**config.mk**
```make
export PLATFORM = sky130hd
export DESIGN_NAME = ram_reg_file
export DESIGN_NICKNAME = d
export VERILOG_FILES = /design/src/rtl/ram_reg_file.sv
export SDC_FILE = /design/constraint.sdc
export NUM_CORES = 1
export LEC_CHECK = 0
export CORE_MARGIN = 4
export CORE_UTILIZATION = 55
export DETAILED_ROUTE_END_ITERATION = 16
export DONT_BUFFER_PORTS = 1
export HOLD_SLACK_MARGIN = 0.03
export PLACE_DENSITY = 0.76
export SLEW_MARGIN = 30
export SYNTH_ARGS = -nofsm -noshare
export SYNTH_HDL_FRONTEND = slang
export SYNTH_SLANG_ARGS = --single-unit
```
**constraint.sdc**
```tcl
create_clock -name clk -period 3.9 [get_ports clk]
set_clock_uncertainty 0.15 [all_clocks]
set_input_delay 0.78 -clock clk [delete_from_list [all_inputs] [get_ports clk]]
set_output_delay 0.78 -clock clk [all_outputs]
set_load 0.01 [all_outputs]
```
**src/rtl/ram_reg_file.sv**
```systemverilog
// ram_reg_file: 32x8 flip-flop register file, synchronous write, combinational read
module ram_reg_file #(
    parameter  int DATA_W = 8,
    parameter  int ADDR_W = 5,
    localparam int DEPTH  = 2 ** ADDR_W
) (
    input  logic              clk,
    input  logic              rst,
    input  logic              we,
    input  logic [ADDR_W-1:0] addr,
    input  logic [DATA_W-1:0] din,
    output logic [DATA_W-1:0] dout
);
    logic [DEPTH-1:0]  w_sel;
    logic [DATA_W-1:0] w_rd [DEPTH];
    assign w_sel = we ? DEPTH'(1) << addr : '0;
    for (genvar i = 0; i < DEPTH; i++) begin : g_reg
        logic [DATA_W-1:0] r_q;
        // one register per location; async clear beats any write on the same edge
        always_ff @(posedge clk or negedge rst)
            if (!rst) r_q <= '0;
            else if (w_sel[i]) r_q <= din;
        assign w_rd[i] = r_q;
    end
    assign dout = w_rd[addr];
endmodule

```
Word level (Yosys, flattened, before mapping)
Index checks and enable logic that the tools add are counted.
{"block": "word_totals", "ff_bits": 256, "input_bits": 16, "wordCells": 39}
{"block": "op_classes", "n_lt_le_gt_ge": 1, "bitwise_logic": 1, "n_mux": 4, "n_shift": 1}
{"cell": "8-bit binary-select mux with 5-bit select", "n": 1}
{"cell": "32-bit two-way mux", "n": 1}
{"cell": "1-bit by 5-bit left shift with 32-bit output, first input constant", "n": 1}
{"cell": "8-bit two-way mux", "n": 2}
{"cell": "6-bit >= comparator, second input constant", "n": 1}
{"cell": "5-bit NOT with 6-bit output", "n": 1}

Longest topological paths before layout
Gate-level depths: netlist of the first run.
{"block": "logic_depth", "ltp_word": 4, "mapped_depth": 8}

Worst setup path before layout of the first run
No wires, ideal clock.
{"block": "synth_path", "path_kind": "input-to-output", "from": "input addr[1]", "to": "output dout[2]", "arrival_time_ps": 2232, "n_path_buf": 2, "stages": 6, "slack_ps": 738, "path_cell_list": "buf_4 > buf_2 > mux4_2 > mux2_2 > o22ai_1 > nor2_1"}
{"block": "synth_via", "elab_chain_len": 4}
{"element": "start, declared", "line_no": "10", "rtl": "input logic [ADDR_W-1:0] addr,"}
{"element": "5-bit NOT with 6-bit output (not written as such)", "line_no": "25", "rtl": "assign dout = w_rd[addr];"}
{"element": "8-bit binary-select mux with 5-bit select", "line_no": "25"}
{"element": "8-bit two-way mux (not written as such) (2 in a row)", "line_no": "25"}
{"element": "end, declared", "line_no": "12", "rtl": "output logic [DATA_W-1:0] dout"}
Every way passes these cells. The select of a mux whose other input is x is not followed.

Final worst setup path of the first run
{"block": "layout_path", "from": "register g_reg[22].r_q[0]", "to": "output dout[0]"}
{"block": "layout_via", "elab_chain_len": 3}
{"element": "start, declared", "line_no": "18", "rtl": "logic [DATA_W-1:0] r_q;"}
{"element": "start signal, assigned", "line_no": "22", "rtl": "else if (w_sel[i]) r_q <= din;"}
{"element": "8-bit binary-select mux with 5-bit select", "line_no": "25"}
{"element": "8-bit two-way mux (not written as such) (2 in a row)", "line_no": "25"}
Every way passes these cells. The select of a mux whose other input is x is not followed.

==> results of run 1 <==
-- through the flow --
stage	utilization, %	cell area, um^2	total power (uW)	hold slack, ns	instances
after floorplan	-	12000	4300	0.324	739
after global placement	56.7	12000	4380	0.332	961
final	61.3	13000	7170	-0.198	1011
after detailed placement	56.7	12000	4490	0.337	961
after CTS	61.3	13000	7220	-0.212	1011
after global routing	61.3	13000	7460	-0.218	1011
-- kinds of logic after synthesis --
logic type	after synthesis	synth area share (%)
multiplexers	347	38.6
flip-flops	256	53.5
AND/OR/NAND/NOR	63	4.37
buffers and inverters	53	2.31
AO/OA/AOI/OAI	20	1.15
-- synth_stat cells (2+ instances only) --
master and number:
mux4_2 64, nand4b_4 3, mux2_2 280, a22oi_1 2, nor3b_4 2, nor2b_1 4
dfrtp_1 256, nand2b_1 4, nand2_2 9, clkbuf_1 31, buf_6 2, nor3_4 5
o22ai_1 12, nand3_2 3, buf_4 11, mux2i_1 3, nor2_1 6, buf_2 8
nand2_1 7, nor2_2 13
-- layout make-up --
| type | instances | area, um^2 |
|---|---|---|
| Sequential cell | 256 | 6410 |
| Fill cell | 1547 | 8220 |
| Clock inverter | 11 | 161 |
| Multi-Input combinational cell | 430 | 5290 |
| Clock buffer | 39 | 801 |
| Tap cell | 275 | 344 |
-- worst paths after layout --
kind / slack, ns / endpoint / start
min reg2reg: 0.35 / g_reg[14].r_q[6]$_DFFE_PN0P_ / g_reg[14].r_q[6]$_DFFE_PN0P_
min: -0.20 / g_reg[27].r_q[4]$_DFFE_PN0P_ / rst
min in group clk: 0.25 / g_reg[16].r_q[0]$_DFFE_PN0P_ / din[0]
max: 0.77 / dout[0] / g_reg[22].r_q[0]$_DFFE_PN0P_
max in group asynchronous: 3.50 / g_reg[23].r_q[3]$_DFFE_PN0P_ / rst
max reg2reg: 2.96 / g_reg[21].r_q[3]$_DFFE_PN0P_ / g_reg[21].r_q[3]$_DFFE_PN0P_
-- cell usage in the layout, fill, tap and decap left out, types with 4 or more instances in the layout --
master and count:
mux4_2 64, nand2b_1 4, o22ai_1 12, nor2b_1 4
nor2_2 13, mux2_2 280, clkbuf_8 8, bufinv_16 4
clkbuf_16 27, nand2_1 7, clkinv_2 5, nor3_4 5
nand2_2 9, nor2_1 6, dfrtp_1 256, clkbuf_1 4
-- power breakdown --
part,internal [uW],switching [uW]
logic,693,313
clock network,1690,1040
registers,3170,264
total,5550,1620
-- per-layer routing --
layer / up-vias / global-route usage, % / wire (um)
met5: - / 0 / 0
met4: 0 / 5.92 / 497
met3: 36 / 3.06 / 1130
met2: 110 / 38.5 / 13500
met1: 3504 / 30.2 / 11000
li1: 2730 / - / -
==> key figures, run 1 <==
Cells and area
  – Fraction of layout cells with a size suffix above 1: 58.6%
  – Largest register FFs: 256
  – Top flop regs: g.r_q: 256 flops
  – Nets: 731
  – Diode count: 0
  – Largest Register: g.r_q
  – Synthesis-to-layout area growth: 8.60%

Status
  – Failing checks: negative hold slack
  – Status: finished with violations

STA
  – Fmax: 0.320 GHz
  – Hold Violations, Final: 256
  – Slew @ Worst Pin: 0.698 ns
  – Max Slew Vio Count: 0
  – Fin crit period: 3.13 ns
  – Final setup viols: 0
  – TNS Setup: 0 ns
  – Worst hold slack: -0.198 ns
  – RSZ-0062 raised after global routing: no
  – Final worst slack: 0.772 ns
  – Period Utilization, post-route: 80.2%
  – Slew HR: 53.4%

Setup path
  – Crit path max-delay family: multiplexers
  – Startpoint types: register
  – Crit path DAT: 2.20 ns
  – WP data required: 2.97 ns
  – CP Class: register to output pin
  – Worst R2R Path Depth: 1
  – Slowest CP cell: mux4_2
  – Most Frequent Cell on Critical Path: mux4_2
  – Max FO, Critical Path: 2
  – Critical path depth: 4
  – Slowest cell delay on critical path: 0.49 ns
  – Critical Path Sink Type: output pin
  – Worst-path cell chain: mux4_2 > mux4_2 > o22ai_1 > nor2_1
  – WP buf/inv: 0

Drt
  – Drt first pass iters: 4
  – DRT iter0 DRCs: 410
  – Remaining DRCs: 0
  – Routed vias/inst: 6.31
  – Overall routed net length: 26200 um
  – Vias: 6380
  – Antenna Violating Nets Remaining: 0
  – Avg WL per Cell: 25.9 um

Synthesis
  – Post-synthesis sequential area ratio: 53.5%
  – Avg Cell Area, Syn: 16.2 um^2
  – Post-Syn Nets: 755
  – Synth cell types: 34
  – Post-synth top area cell: dfrtp_1
  – Ranking of synthesized cells by area: dfrtp_1 54%, mux2_2 26%, mux4_2 12%
  – Register bit total from synthesis: 256
  – Synth warn: 0
  – Number of synthesized flops with an enable pin: 0
  – Top-area cell type share of the netlist area: 53.5%
  – Mapped cell area: 12000 um^2
  – Ys flop type: dfrtp_1
  – Synth Instances: 739
  – FFs w/ async S/R, synth: 100%

Floorplanning
  – Die width: 156 um
  – Starting Density: 56.4%
  – Rows: 53
  – IO Count: 24
  – Core Box Area: 21200 um^2
  – Height of the die: 156 um
  – Die area: 24200 um^2

Power
  – Worst vdd ir: 294 uV
  – Leak pwr: 0.00572 uW
  – Power Density: 552 nW/um^2

Placement
  – Port bufs: 0
  – Place WS: 0.900 ns
  – Post-DP HPWL: 16100 um
  – GP Congestion: 0.781

Clock network
  – Skew-Pair Late Insertion Delay: 0.53 ns
  – Clock root buffer master: clkbuf_16
  – Clock Path Buffers: 3
  – CTS tree: done
  – CTS resizes: 0
  – Post-CTS Setup Inserts: 0
  – # clock sinks: 256
  – Clock transition at the registers of the reported paths: 0.06 ns
  – H-tree depth: 1
  – Total CTS buffers: 27

Global route
  – Gr usage total: 22.3%
  – Gr ovfl total: 0
  – Largest net degree at the start of global routing: 257
  – Initial antenna violation count: 0
  – Number of global-route vias before repair: 7147
  – First-pass GRT wire length: 42000 um

Hold path
  – Min-delay worst type: input pin to async pin

Job
  – Max cap viols: 0
Power figures use the tool's default switching activity.
==> run 2: changes to the inputs <==
clock period = 3.1 ns   (was 3.9 ns; I/O delays follow)
==> run 2 against run 1 <==
Against the previous run:
- the flow still finishes with violations (negative hold slack)
- clock power is 7% higher
- non-clock buffer count unchanged
- die area unchanged
- combinational power up 25%
- register-to-register slack worse by 0.80 ns
- clock-buffer cell count up 2
- critical path type unchanged
- highest routed layer unchanged
==> key figures, run 2 (same netlist as run 1, synthesis figures left out) <==
Status
  – Status: finished with violations
  – Failing checks: negative hold slack

STA
  – Final setup viols: 0 (unchanged)
  – Max Slew Vio Count: 0 (unchanged)
  – RSZ-0062 raised after global routing: no
  – TNS Setup: 0 ns (unchanged)
  – Fmax: 0.341 GHz
  – Hold Violations, Final: 256 (unchanged)
  – Period Utilization, post-route: 94.7%
  – Fin crit period: 2.93 ns
  – Slew @ Worst Pin: 0.674 ns (-0.0237 ns)
  – Worst hold slack: -0.347 ns (-0.149 ns)
  – Slew HR: 55.0% (+1.6 points)

Setup path
  – CP Class: register to output pin
  – Crit path launch: g_reg[22].r_q[0]$_DFFE_PN0P_
  – Slowest cell delay on critical path: 0.49 ns (about the same)
  – Critical Path Sink Type: output pin
  – Worst R2R Path Depth: 1 (unchanged)
  – Critical path depth: 4 (unchanged)
  – Worst-path cell chain: mux4_2 > mux4_2 > o22ai_1 > nor2_1
  – Flop-to-flop setup slack: 2.16 ns (-0.80 ns)
  – WP buf/inv: 0 (unchanged)
  – Crit path max-delay family: multiplexers
  – CP Capture Point: dout[0]
  – Most Frequent Cell on Critical Path: mux4_2
  – FF-to-FF End: g_reg[21].r_q[3]$_DFFE_PN0P_
  – Worst reg2reg path startpoint: g_reg[21].r_q[3]$_DFFE_PN0P_
  – Startpoint types: register
  – Slowest CP cell: mux4_2
  – Max FO, Critical Path: 2 (unchanged)
  – Crit path DAT: 2.16 ns (-0.04 ns)
  – WP data required: 2.33 ns (-0.64 ns)

Cells and area
  – Multi-input gate area: 5290 um^2 (unchanged)
  – Fraction of layout cells with a size suffix above 1: 57.5% (-1.1 points)
  – Commonest non-fill, non-tap cells in the layout: 280 x mux2_2, 256 x dfrtp_1, 64 x mux4_2, 27 x clkbuf_16, 13 x nor2_2
  – Largest Register: g.r_q
  – Synthesis-to-layout area growth: 7.15%
  – Diode count: 0 (unchanged)
  – Fillers: 1540 (-0.45%)
  – Final core utilization: 60.4% (-0.82 points)
  – Reg area: 6410 um^2 (unchanged)
  – Nets: 730 (-0.14%)
  – Commonest non-fill, non-tap cell in the layout: mux2_2
  – Fin cells: 1002 (-0.89%)
  – Top flop regs: g.r_q: 256 flops
  – Largest register FFs: 256 (unchanged)

Global route
  – Number of global-route vias before repair: 7016 (-1.8%)
  – Initial antenna violation count: 0 (unchanged)
  – First-pass GRT wire length: 41600 um (-0.99%)
  – Gr ovfl total: 0 (unchanged)
  – Largest net degree at the start of global routing: 257 (unchanged)
  – Gr usage total: 22.2% (-0.16 points)

Drt
  – Avg WL per Cell: 25.6 um (-1.2%)
  – Post-Route M1 WL: 11100 um (+0.83%)
  – Antenna Violating Nets Remaining: 0 (unchanged)
  – DRT iter0 DRCs: 409 (-0.24%)
  – Met2 wire len: 13000 um (-3.7%)
  – Vias: 6339 (-0.64%)
  – Remaining DRCs: 0 (unchanged)
  – Drt first pass iters: 4 (unchanged)
  – Met3 wire length: 985 um (-13%)
  – Routed vias/inst: 6.33 (+0.25%)
  – Overall routed net length: 25600 um (-2.0%)
  – Top routing layer used: met4

Clock network
  – Clock Path Buffers: 3 (unchanged)
  – Clock transition at the registers of the reported paths: 0.06 ns (about the same)
  – Clock root buffer master: clkbuf_16
  – # clock sinks: 256 (unchanged)
  – CTS resizes: 0 (unchanged)
  – CTS tree: done
  – Total CTS buffers: 26 (-3.7%)
  – Post-CTS Setup Inserts: 0 (unchanged)
  – Skew-Pair Late Insertion Delay: 0.51 ns (-0.02 ns)
  – H-tree depth: 1 (unchanged)

Floorplanning
  – Core Box Area: 21200 um^2 (unchanged)
  – Starting Density: 56.4% (unchanged)
  – IO Count: 24 (unchanged)
  – Die width: 156 um (unchanged)
  – Height of the die: 156 um (unchanged)
  – Die area: 24200 um^2 (unchanged)
  – Rows: 53 (unchanged)

Power
  – Worst vdd ir: 651 uV (+120%)
  – Int Power: 6580 uW (+19%)
  – Sw power: 1910 uW (+18%)
  – Switching Share: 22.5% (-0.025 points)
  – Power Density: 663 nW/um^2 (+20%)
  – Logic gate share of total power: 14.8% (+0.8 points)
  – Clock Power Share: 34.3% (-3.7 points)
  – Leak pwr: 0.00563 uW (-1.6%)
  – Post-layout total power: 8500 uW (+18%)
  – Sequential share of power: 50.9% (+3.0 points)

Hold path
  – Min-delay worst type: input pin to async pin

Placement
  – Placed insts: 961 (unchanged)
  – Post-DP HPWL: 16100 um (about the same)
  – Port bufs: 0 (unchanged)
  – GP Congestion: 0.781 (about the same)

Job
  – Max cap viols: 0 (unchanged)
[run 2: cell count changes in the layout (fill, tap and decap cells not counted)]
cell	previous run	this run
clkbuf_1	4	8
inv_6	1	0
clkinv_2	5	0
clkbuf_8	8	6
bufinv_16	4	0
clkinvlp_4	1	0
[run 2: per-layer routing]
metal | up-vias | global-route usage (%)
met5 | - | 0
met4 | 0 | 5.63
met3 | 42 | 3.28
met2 | 112 | 37.5
met1 | 3468 | 30.7
li1 | 2717 | -
[run 2: final cells by class]
cell class | count | share of cell area, %
Clock buffer | 41 | 6.15
Tap cell | 275 | 2.68
Multi-Input combinational cell | 430 | 41.2
Sequential cell | 256 | 50.0
[run 2: worst min-delay path by stage]
| stage | end | from | depth (start not counted) | slack (ns) |
|---|---|---|---|---|
| floorplan | g_reg[0].r_q[0]$_DFFE_PN0P_ | rst | 0 | 0.17 |
| global placement | g_reg[25].r_q[4]$_DFFE_PN0P_ | rst | 0 | 0.19 |
| detailed placement | g_reg[25].r_q[4]$_DFFE_PN0P_ | rst | 0 | 0.19 |
| CTS | g_reg[11].r_q[3]$_DFFE_PN0P_ | rst | 0 | -0.36 |
| global route | g_reg[25].r_q[4]$_DFFE_PN0P_ | rst | 0 | -0.37 |
| finish | g_reg[25].r_q[4]$_DFFE_PN0P_ | rst | 0 | -0.35 |
[run 2: per-stage QoR]
step	setup slack (ns)	cell area, um^2
after floorplan	0.258	12000
after global placement	0.426	12000
after detailed placement	0.432	12000
after CTS	0.139	12800
after global routing	0.0874	12800
final	0.165	12800
[run 2: power groups by stage]
stage | Clock [uW] | Combinational, uW | Sequential (uW)
after floorplan | 0 | 1160 | 4240
after global placement | 0 | 1210 | 4300
after detailed placement | 0 | 1270 | 4380
after CTS | 2960 | 1270 | 4320
after global routing | 3130 | 1360 | 4390
final | 2920 | 1260 | 4320
==> run 3: changes to the inputs <==
CORE_MARGIN = not set   (was 4)
==> run 3 against run 2 <==
Against the previous run:
- the flow still finishes with violations (negative hold slack)
- via count rose by 0.85%
- core utilization rose by 0.31 points
- worst setup slack gained 0.015 ns
- sequential power is essentially flat
- hold slack got worse by 0.017 ns
- largest cell class unchanged
- largest power group unchanged
==> key figures, run 3 (same netlist as run 1, synthesis figures left out) <==
Setup path
  – Worst reg2reg path startpoint: g_reg[11].r_q[3]$_DFFE_PN0P_
  – Crit path DAT: 2.15 ns (about the same)
  – Flop-to-flop setup slack: 2.17 ns (about the same)
  – WP data required: 2.33 ns (about the same)
  – Worst R2R Path Depth: 1 (unchanged)
  – FF-to-FF End: g_reg[11].r_q[3]$_DFFE_PN0P_
  – CP Class: register to output pin
  – Startpoint types: register
  – Max FO, Critical Path: 2 (unchanged)
  – Critical Path Sink Type: output pin

Power
  – Leak pwr: 0.00564 uW (+0.24%)
  – Worst vdd ir: 466 uV (-28%)
  – Power Density: 665 nW/um^2 (+0.37%)

Drt
  – Remaining DRCs: 0 (unchanged)
  – Overall routed net length: 25600 um (about the same)
  – DRT iter0 DRCs: 363 (-11%)
  – Routed vias/inst: 6.35 (+0.35%)
  – Drt first pass iters: 4 (unchanged)
  – Vias: 6393 (+0.85%)
  – Avg WL per Cell: 25.4 um (-0.49%)
  – Antenna Violating Nets Remaining: 0 (unchanged)

Clock network
  – H-tree depth: 1 (unchanged)
  – Post-CTS Setup Inserts: 0 (unchanged)
  – CTS resizes: 0 (unchanged)
  – Clock Path Buffers: 3 (unchanged)
  – Clock transition at the registers of the reported paths: 0.06 ns (about the same)
  – Skew-Pair Late Insertion Delay: 0.53 ns (+0.02 ns)
  – # clock sinks: 256 (unchanged)
  – Clock root buffer master: clkbuf_16
  – Total CTS buffers: 27 (+3.8%)
  – CTS tree: done

STA
  – RSZ-0062 raised after global routing: no
  – Final setup viols: 0 (unchanged)
  – TNS Setup: 0 ns (unchanged)
  – Hold Violations, Final: 256 (unchanged)
  – Fin crit period: 2.92 ns (-0.0154 ns)
  – Worst hold slack: -0.365 ns (-0.0173 ns)
  – Period Utilization, post-route: 94.2% (-0.50 points)
  – Slew HR: 52.3% (-2.7 points)
  – Max Slew Vio Count: 0 (unchanged)
  – Slew @ Worst Pin: 0.714 ns (+0.0401 ns)
  – Fmax: 0.343 GHz (+0.53%)

Cells and area
  – Fillers: 1524 (-1.0%)
  – Largest Register: g.r_q
  – Commonest non-fill, non-tap cells in the layout: 280 x mux2_2, 256 x dfrtp_1, 64 x mux4_2, 27 x clkbuf_16, 13 x nor2_2
  – Diode count: 0 (unchanged)
  – Nets: 732 (+0.27%)
  – Largest register FFs: 256 (unchanged)
  – Top flop regs: g.r_q: 256 flops
  – Final core utilization: 60.7% (+0.31 points)
  – Commonest non-fill, non-tap cell in the layout: mux2_2
  – Fraction of layout cells with a size suffix above 1: 57.8% (+0.29 points)
  – Synthesis-to-layout area growth: 7.36%

Global route
  – Initial antenna violation count: 1 (+1)
  – Number of global-route vias before repair: 6936 (-1.1%)
  – First-pass GRT wire length: 40900 um (-1.7%)
  – Largest net degree at the start of global routing: 257 (unchanged)
  – Gr ovfl total: 0 (unchanged)
  – Gr usage total: 24.5% (+2.4 points)

Floorplanning
  – IO Count: 24 (unchanged)
  – Height of the die: 150 um (-3.9%)
  – Starting Density: 56.6% (+0.18 points)
  – Die width: 150 um (-3.9%)
  – Rows: 53 (unchanged)
  – Die area: 22400 um^2 (-7.6%)
  – Core Box Area: 21200 um^2 (-0.31%)

Status
  – Status: finished with violations
  – Failing checks: negative hold slack

Job
  – Max cap viols: 0 (unchanged)

Placement
  – GP Congestion: 0.807 (+3.3%)
  – Post-DP HPWL: 15800 um (-1.8%)
  – Port bufs: 0 (unchanged)

Hold path
  – Min-delay worst type: input pin to async pin
-- run 3: area by class of cell --
| cell class | instances | area [um^2] | area share (%) |
|---|---|---|---|
| flip-flops and latches | 256 | 6410 | 49.9 |
| repair buffers | 1 | 7.51 | 0.0584 |
| clock inverters | 5 | 31.3 | 0.243 |
| clock buffers | 40 | 774 | 6.03 |
| multi-input cells | 430 | 5290 | 41.1 |
| well taps | 275 | 344 | 2.68 |
-- run 3: metal layers --
metal,global-route usage (%),routed length (um)
met4,8.06,737
met2,39.9,12700
met5,0,13
met3,4.15,1090
met1,33.7,11000
-- run 3: report_power, final --
part / switching, uW / total, uW / internal, uW
Sequential: 325 / 4320 / 3990
Combinational: 392 / 1260 / 872
Clock: 1250 / 2960 / 1710
-- run 3: critical path, stage by stage, from the launching register on --
cell     delay (ns)
dfrtp_1        0.38
mux4_2         0.48
mux4_2         0.48
o22ai_1        0.17
nor2_1         0.11
-- run 3: worst max-delay path by stage --
stage | slack, ns | cells after the start | to | startpoint
floorplan | 0.26 | 6 | dout[2] | addr[1]
global placement | 0.46 | 4 | dout[0] | addr[1]
detailed placement | 0.44 | 4 | dout[0] | addr[1]
CTS | 0.15 | 4 | dout[0] | g_reg[7].r_q[0]$_DFFE_PN0P_
global route | 0.12 | 4 | dout[0] | g_reg[7].r_q[0]$_DFFE_PN0P_
finish | 0.18 | 4 | dout[0] | g_reg[7].r_q[0]$_DFFE_PN0P_
-- run 3: stage by stage --
step	worst slack (ns)	std cells	instance area (um^2)	power, uW
2_1_floorplan	0.258	739	12000	5400
3_3_place_gp	0.462	962	12000	5520
3_5_place_dp	0.442	962	12000	5650
4_1_cts	0.150	1007	12800	8620
5_1_grt	0.124	1007	12800	8910
6_report	0.181	1007	12800	8550
